<file path="config.mk">
export PLATFORM = sky130hd
export DESIGN_NAME = register_file_multiport
export DESIGN_NICKNAME = d
export VERILOG_FILES = /design/src/rtl/register_file_multiport_pkg.sv /design/src/rtl/register_file_multiport_bypass_mux.sv /design/src/rtl/register_file_multiport.sv
export SDC_FILE = /design/constraint.sdc
export NUM_CORES = 2
export LEC_CHECK = 0
export ABC_AREA = 1
export CORE_ASPECT_RATIO = 0.5
export CORE_MARGIN = 2
export CORE_UTILIZATION = 44
export DETAILED_ROUTE_END_ITERATION = 6
export RECOVER_POWER = 25
export SLEW_MARGIN = 25
export SYNTH_ARGS = -nofsm -noshare
export SYNTH_HDL_FRONTEND = slang
export SYNTH_SLANG_ARGS = --single-unit
</file>
<file path="constraint.sdc">
create_clock -name clk -period 2.55 [get_ports clk]
set_clock_uncertainty 0.15 [all_clocks]
set_input_delay 0.51 -clock clk [delete_from_list [all_inputs] [get_ports clk]]
set_output_delay 0.51 -clock clk [all_outputs]
set_load 0.01 [all_outputs]
</file>
<file path="src/rtl/register_file_multiport_pkg.sv">
// Shared definitions for the multiported register file.
// Holds the default geometry, the select-width helper and the word/index
// typedefs used by register_file_multiport and its bypass mux.
package PkgRegisterFileMp;

  localparam int DEF_DATA_WIDTH      = 32;
  localparam int DEF_NUM_REGS        = 16;
  localparam int DEF_NUM_READ_PORTS  = 3;
  localparam int DEF_NUM_WRITE_PORTS = 2;

  // Width of a register index; a one-entry file still gets a 1-bit select.
  function automatic int sel_w(input int n);
    return (n > 1) ? $clog2(n) : 1;
  endfunction

  typedef logic [$clog2(DEF_NUM_REGS)-1:0] reg_idx_t;
  typedef logic [DEF_DATA_WIDTH-1:0]       data_word_t;

endpackage

</file>
<file path="src/rtl/register_file_multiport_bypass_mux.sv">
// Write-to-read bypass selector for one read port (purely combinational).
// Ports:
//   rd_sel_i    register addressed by the read port
//   wr_en_i     write strobes of all write ports
//   wr_sel_i    packed write addresses, port w at [w*SEL_W +: SEL_W]
//   wr_data_i   packed write data, port w at [w*DATA_WIDTH +: DATA_WIDTH]
//   byp_data_o  data from the winning write port (0 when no hit)
//   byp_hit_o   some enabled write port targets rd_sel_i (never for reg 0)
module reg_file_bypass_mux #(
  parameter int DATA_WIDTH      = 32,
  parameter int SEL_W           = 4,
  parameter int NUM_WRITE_PORTS = 2
) (
  input  logic [SEL_W-1:0]                      rd_sel_i,
  input  logic [NUM_WRITE_PORTS-1:0]            wr_en_i,
  input  logic [NUM_WRITE_PORTS*SEL_W-1:0]      wr_sel_i,
  input  logic [NUM_WRITE_PORTS*DATA_WIDTH-1:0] wr_data_i,
  output logic [DATA_WIDTH-1:0]                 byp_data_o,
  output logic                                  byp_hit_o
);

  // Ascending scan: a later (higher-index) match overrides an earlier one,
  // which gives the highest-index port priority.
  always_comb begin
    byp_data_o = '0;
    byp_hit_o  = 1'b0;
    for (int w = 0; w < NUM_WRITE_PORTS; w++) begin
      if (wr_en_i[w] && (rd_sel_i != '0) &&
          (wr_sel_i[w*SEL_W +: SEL_W] == rd_sel_i)) begin
        byp_data_o = wr_data_i[w*DATA_WIDTH +: DATA_WIDTH];
        byp_hit_o  = 1'b1;
      end
    end
  end

endmodule

</file>
<file path="src/rtl/register_file_multiport.sv">
// Multiported register file for the Frost32 pipeline.
// N registered read ports with write-to-read bypass, M write ports
// (higher index wins on collision), register 0 hardwired to zero, and an
// optional per-register pending-write scoreboard.
// Configuration macro: REG_FILE_SCOREBOARD_EN
//   defined   -> busy flops exist; claims set, write-backs clear.
//   undefined -> busy_vec / rd_busy tied to 0, claim inputs ignored.
// Ports:
//   clk, rst_n          clock, synchronous active-low reset
//   rd_en/rd_sel        per-port read strobe and address
//   rd_data/rd_busy     registered read data and pending flag (hold when !rd_en)
//   wr_en/wr_sel/wr_data per-port write strobe, address, data
//   claim_en/claim_sel  mark a register pending at issue
//   busy_vec            registered scoreboard, bit r = reg r pending
// All strobes are single-cycle qualifiers with no backpressure: an asserted
// strobe at a posedge is always accepted in that cycle.
module register_file_multiport
  import PkgRegisterFileMp::*;
#(
  parameter int DATA_WIDTH      = DEF_DATA_WIDTH,
  parameter int NUM_REGS        = DEF_NUM_REGS,
  parameter int NUM_READ_PORTS  = DEF_NUM_READ_PORTS,
  parameter int NUM_WRITE_PORTS = DEF_NUM_WRITE_PORTS,
  localparam int SEL_W          = sel_w(NUM_REGS)
) (
  input  logic                                  clk,
  input  logic                                  rst_n,
  input  logic [NUM_READ_PORTS-1:0]             rd_en,
  input  logic [NUM_READ_PORTS*SEL_W-1:0]       rd_sel,
  output logic [NUM_READ_PORTS*DATA_WIDTH-1:0]  rd_data,
  output logic [NUM_READ_PORTS-1:0]             rd_busy,
  input  logic [NUM_WRITE_PORTS-1:0]            wr_en,
  input  logic [NUM_WRITE_PORTS*SEL_W-1:0]      wr_sel,
  input  logic [NUM_WRITE_PORTS*DATA_WIDTH-1:0] wr_data,
  input  logic                                  claim_en,
  input  logic [SEL_W-1:0]                      claim_sel,
  output logic [NUM_REGS-1:0]                   busy_vec
);

  logic [DATA_WIDTH-1:0] regs_q [NUM_REGS];
  logic [DATA_WIDTH-1:0] regs_d [NUM_REGS];
  logic [DATA_WIDTH-1:0] byp_data [NUM_READ_PORTS];
  logic                  byp_hit  [NUM_READ_PORTS];
  logic [DATA_WIDTH-1:0] rd_data_q [NUM_READ_PORTS];
  logic [DATA_WIDTH-1:0] rd_data_d [NUM_READ_PORTS];

  // Storage update; ascending order lets the highest-index port win.
  // Reg 0 is never written, so regs_q[0] stays 0 from reset.
  always_comb begin
    regs_d = regs_q;
    for (int w = 0; w < NUM_WRITE_PORTS; w++) begin
      if (wr_en[w] && (wr_sel[w*SEL_W +: SEL_W] != '0)) begin
        regs_d[wr_sel[w*SEL_W +: SEL_W]] = wr_data[w*DATA_WIDTH +: DATA_WIDTH];
      end
    end
  end

  for (genvar p = 0; p < NUM_READ_PORTS; p++) begin : g_rd
    reg_file_bypass_mux #(
      .DATA_WIDTH      (DATA_WIDTH),
      .SEL_W           (SEL_W),
      .NUM_WRITE_PORTS (NUM_WRITE_PORTS)
    ) u_byp (
      .rd_sel_i   (rd_sel[p*SEL_W +: SEL_W]),
      .wr_en_i    (wr_en),
      .wr_sel_i   (wr_sel),
      .wr_data_i  (wr_data),
      .byp_data_o (byp_data[p]),
      .byp_hit_o  (byp_hit[p])
    );
  end

  always_comb begin
    for (int p = 0; p < NUM_READ_PORTS; p++) begin
      rd_data_d[p] = rd_data_q[p];
      if (rd_en[p]) begin
        rd_data_d[p] = byp_hit[p] ? byp_data[p] : regs_q[rd_sel[p*SEL_W +: SEL_W]];
      end
    end
  end

  always_ff @(posedge clk) begin
    if (!rst_n) begin
      for (int r = 0; r < NUM_REGS; r++) regs_q[r] <= '0;
      for (int p = 0; p < NUM_READ_PORTS; p++) rd_data_q[p] <= '0;
    end else begin
      regs_q    <= regs_d;
      rd_data_q <= rd_data_d;
    end
  end

  always_comb begin
    rd_data = '0;
    for (int p = 0; p < NUM_READ_PORTS; p++) begin
      rd_data[p*DATA_WIDTH +: DATA_WIDTH] = rd_data_q[p];
    end
  end

`ifdef REG_FILE_SCOREBOARD_EN
  logic [NUM_REGS-1:0]       busy_q, busy_d;
  logic [NUM_READ_PORTS-1:0] rd_busy_q, rd_busy_d;
  logic                      wr_hit;

  // Claim has priority over a same-cycle write-back so a re-issued
  // destination stays pending.
  always_comb begin
    busy_d = busy_q;
    wr_hit = 1'b0;
    busy_d[0] = 1'b0;
    for (int r = 1; r < NUM_REGS; r++) begin
      wr_hit = 1'b0;
      for (int w = 0; w < NUM_WRITE_PORTS; w++) begin
        if (wr_en[w] && (wr_sel[w*SEL_W +: SEL_W] == SEL_W'(r))) wr_hit = 1'b1;
      end
      if (claim_en && (claim_sel == SEL_W'(r))) busy_d[r] = 1'b1;
      else if (wr_hit)                          busy_d[r] = 1'b0;
    end
  end

  // Reading the next-state busy gives rd_busy the same bypass as data.
  always_comb begin
    rd_busy_d = rd_busy_q;
    for (int p = 0; p < NUM_READ_PORTS; p++) begin
      if (rd_en[p]) rd_busy_d[p] = busy_d[rd_sel[p*SEL_W +: SEL_W]];
    end
  end

  always_ff @(posedge clk) begin
    if (!rst_n) begin
      busy_q    <= '0;
      rd_busy_q <= '0;
    end else begin
      busy_q    <= busy_d;
      rd_busy_q <= rd_busy_d;
    end
  end

  assign busy_vec = busy_q;
  assign rd_busy  = rd_busy_q;
`else
  logic unused_claim;
  assign unused_claim = ^{claim_en, claim_sel};
  assign busy_vec     = '0;
  assign rd_busy      = '0;
`endif

endmodule

</file>
# [After elaboration in Yosys (flattened, before gate mapping)]
# Cells that the tools add are included.
[totals] reg_bits=608 wordCells=90 output_inout_bits=115
[classes] bitwise=5 eq_ne=6 n_reduce_logical=21 n_lt_le_gt_ge=7 muxes=32
[op_table] op="512-bit bitwise mux" count=2
[op_table] op="512-bit 2-to-1 mux" count=2
[op_table] op="32-bit 2-to-1 mux" count=17
[op_table] op="32-bit binary-select mux with 4-bit select" count=3
[op_table] op="32-bit demux with 4-bit select" count=2
[op_table] op="5-bit greater-or-equal comparator (second input constant)" count=5
[op_table] op="4-bit NOT with 5-bit output" count=5
[op_table] op="4-bit equality test" count=6
[op_table] op="4-bit nonzero test" count=5
[op_table] op="1-bit logical AND" count=16
[op_table] op="5-bit by 1-bit < comparator with 1-bit output (second input constant)" count=2
[op_table] op="1-bit 2-to-1 mux" count=6

# [Depth between registers and ports, before layout]
[depth] word_depth=9 depth_mapped=14 ltp_nobuf=11

# [Modules after synthesis]
# Synthesis repeated with hierarchy kept, for this count alone.
[hier_totals] hier_cells=8232 hier_area_um2=45596.2
[modules_own_cells] module="register_file_multiport" n_inst=1 cells_per_inst=7767 seq_area_each_um2=12171.7 area_each_um2=43137.6
[modules_own_cells] module="reg_file_bypass_mux" n_inst=3 cells_per_inst=155 seq_area_each_um2=0.0 area_each_um2=819.5

# [Worst setup path before layout]
# No wires, ideal clock.
[synth_path] path_type="input port to flip-flop" start="input rd_sel[0]" end="register rd_data_q, in the netlist rd_data[23]" path_slack_ps=551 path_stages=12 arrival_ps=1717 cell_sequence="buf_2 > clkbuf_1 > clkbuf_1 > nand2_1 > nand3_1 > nand3_1 > nand2_1 > nand2_1 > inv_1 > nand2_1 > nand3_1 > a21oi_1"
[synth_between] elab_chain_cells=6
[synth_lines] item="from (decl)" line="register_file_multiport.sv:29" source="input logic [NUM_READ_PORTS*SEL_W-1:0] rd_sel,"
[synth_lines] item="parallel branches: the longest is 5 deep, another holds 32-bit binary-select mux with 4-bit select"
[synth_lines] item="32-bit 2-to-1 mux (*)" line="register_file_multiport.sv:77" source="rd_data_d[p] = byp_hit[p] ? byp_data[p] : regs_q[rd_sel[p*SEL_W +: SEL_W]];"
[synth_lines] item="to (signal assigned)" line="register_file_multiport.sv:88" source="rd_data_q <= rd_data_d;"
[synth_lines] item="to (decl)" line="register_file_multiport.sv:44" source="logic [DATA_WIDTH-1:0] rd_data_q [NUM_READ_PORTS];"
# Every way passes the cells marked *. The select of a mux whose other input is x is not followed.
# A chain may end at the register's enable or synchronous reset.

# [Worst setup path in the final report]
[layout_path] start="register rd_data_q, in the netlist rd_data[93]" end="output rd_data[93]"
[layout_rtl] item="to (decl)" line="register_file_multiport.sv:30" source="output logic [NUM_READ_PORTS*DATA_WIDTH-1:0] rd_data,"
# No word-level cell between the ends.

==> out/metrics.cfg <==
[sta]
fmax_ghz = 0.3979
tightestPinTransition_ns = 1.387
hold_viol_final = 0
period_share_pct = 98.55
setup_viol = 0
period_needed_ns = 2.513
worst_slack_ns = 0.03701
rsz0062_at_grt = false
relSlewSlack_pct = 7.533
drv_slew = 0

[global_routing]
antenna_found_initial = 1
grt_pass1_vias = 48460
grt_first_pass_wirelength_um = 312300
grt_max_degree = 104
globalRouteOverflowTotal = 0
grtUsageTotal_pct = 38.43

[synth]
synth_compound_area_share_pct = 16.21
ys_ff_latch = 608
synth-seq-area-share_pct = 26.61
ys_async_sr_fraction_pct = 0
synth_edf_count = 0
synth_mux_area_share_pct = 0
synth_top_family_by_area = simple AND/OR/NAND/NOR gates
yosys_warnings = 0
synth_xor_area_share_pct = 0
yosys_most_used_dff = dfxtp_1
synth_fa_ha_area_share_pct = 0
synth_simple_gate_area_share_pct = 42.30
yosysUniqueCellTypes = 24
avgSynthCellArea_um2 = 5.423
syn_area_um2 = 45740
synth_cells = 8433

[detailed_routing]
routed_wl_um = 211400
num_vias = 55360
firstDrtPassIters = 7
ant_nets = 0
drc_errors = 2
wl_per_cell_um = 21.55
initialDrtViolationCount = 7891
viasPerCell = 5.644

[clock_network]
cts_root_buffer = clkbuf_16
cts.sinks = 608
cts.reportedPaths.clkPinSlew_ns = 0.07
clkLatencyLatePin_ns = 0.71
post_cts_buffers = 0
cts-buffers-inserted = 61
cts_tree = built
clockBufferDepth = 3
cts_max_level = 2

[job]
drv_cap = 0

[cells_and_area]
layout_common_cells = nand2_1 (3041), nand3_1 (1038), inv_1 (1014)
syn_to_final_growth_pct = 17.37
fillCellCount = 10780
stdcell_area_um2 = 53680
final_common_cell = nand2_1
drive_gt1_share_pct = 6.772
nets = 8494

[worst_setup_path]
critPathMaxFanout = 2
rrSetupSlack_ns = 0.91
cp.arrival_ns = 1.85
crit_chain = clkdlybuf4s50_1
crit_buf_inv = 1
cp.required_ns = 1.89
crit_slowest_cell = clkdlybuf4s50_1
slowest_delay_ns = 0.62
crit_type = register to output pin
crit_family = buffers and inverters
end_kind = output pin
cp-start-kind = register

[power_and_ir_drop]
total_power_w = 0.02655
power.density_nw_per_um2 = 494.6
max-vdd-ir-drop_v = 0.0005838
p_leak_nw = 26.73

[placement]
port-buffer-count = 186
gp_congestion = 0.9828
dpl_cell_area_um2 = 51670
dp_hpwl_um = 139100
pre_cts_slack_ns = -0.2012

[status]
violations = design-rule violations
outcome = finished with violations

[floorplanning]
start_util_pct = 44.49
die_area_um2 = 106700
ioPinCount = 211
rows = 83
coreArea_um2 = 102800
die-width_um = 460.0
die_h_um = 232.0

[min_path]
hold_path_class = primary input to register

[Yosys cell counts, types with 44 or more instances]
| cell | count | share of area (%) |
|---|---|---|
| nand2_1 | 3044 | 25 |
| nand3_1 | 1041 | 11 |
| inv_1 | 1019 | 8.4 |
| nor2_1 | 663 | 5.4 |
| dfxtp_1 | 608 | 27 |
| o21ai_0 | 561 | 6.1 |
| clkbuf_1 | 452 | 3.7 |
| a21oi_1 | 359 | 3.9 |
| o211ai_1 | 329 | 5.4 |
| buf_2 | 182 | 2.0 |
| o21ai_1 | 68 | 0.74 |
| buf_1 | 44 | 0.36 |
[routing by layer]
metal	global-route usage [%]	wire length (µm)	vias to the layer above
li1	-	-	26360
met1	51.71	84710	24990
met2	56.63	86570	3408
met3	6.590	24640	593
met4	24.94	15460	0
met5	0	0	-
[final timing paths]
| check | start | to | cells past startpoint |
|---|---|---|---|
| min reg2reg | regs_q[480]$_SDFF_PN0_ | regs_q[480]$_SDFF_PN0_ | 2 |
| max | rd_data[93]$_SDFFE_PN0P_ | rd_data[93] | 1 |
| min | rd_en[2] | rd_data[85]$_SDFFE_PN0P_ | 3 |
| max reg2reg | regs_q[4]$_SDFF_PN0_ | rd_data[68]$_SDFFE_PN0P_ | 10 |
[cell type report]
cell class / instances / area [µm²] / area share [%]
Antenna cell: 1 / 2.502 / 0.004662
Multi-Input combinational cell: 6112 / 27050 / 50.39
Tap cell: 1360 / 1702 / 3.170
Inverter: 1033 / 3915 / 7.293
Clock buffer: 84 / 1795 / 3.345
Sequential cell: 608 / 12170 / 22.67
Clock inverter: 28 / 371.6 / 0.6923
Timing Repair Buffer: 582 / 6674 / 12.43
[registers in the layout, summed over array words and instances, names as in the netlist]
signal	count
rd_data	96
regs_q	512
[logic make-up after synthesis]
kind of cell           count (synthesis)
AND/OR/NAND/NOR                     4776
buffers and inverters               1731
AO/OA/AOI/OAI                       1317
flip-flops                           608
other                                  1
[timing repair]
item / 4_1_cts / 5_1_grt
hold endpoints to repair: 3 / 0
hold buffers: 2 / 0
resized for setup: 0 / 0
[through the flow]
stage	utilization (%)	TNS [ns]	hold slack, ns	std cells
2_1_floorplan	-	0	0.2760	8451
3_3_place_gp	50.26	-52.36	0.2923	9693
3_5_place_dp	50.26	-58.30	0.2918	9693
4_1_cts	52.39	0	0.05812	9807
5_1_grt	52.21	0	0.09221	9807
6_report	52.21	0	0.1030	9808
[power breakdown]
group	leakage (nW)	internal (W)	switching, W
clock network	1.06	0.00572	0.00456
registers	4.94	0.00986	0.000243
logic	20.7	0.00203	0.00413
total	26.7	0.0176	0.00893
Note: power is estimated with default switching activity, not from simulation.
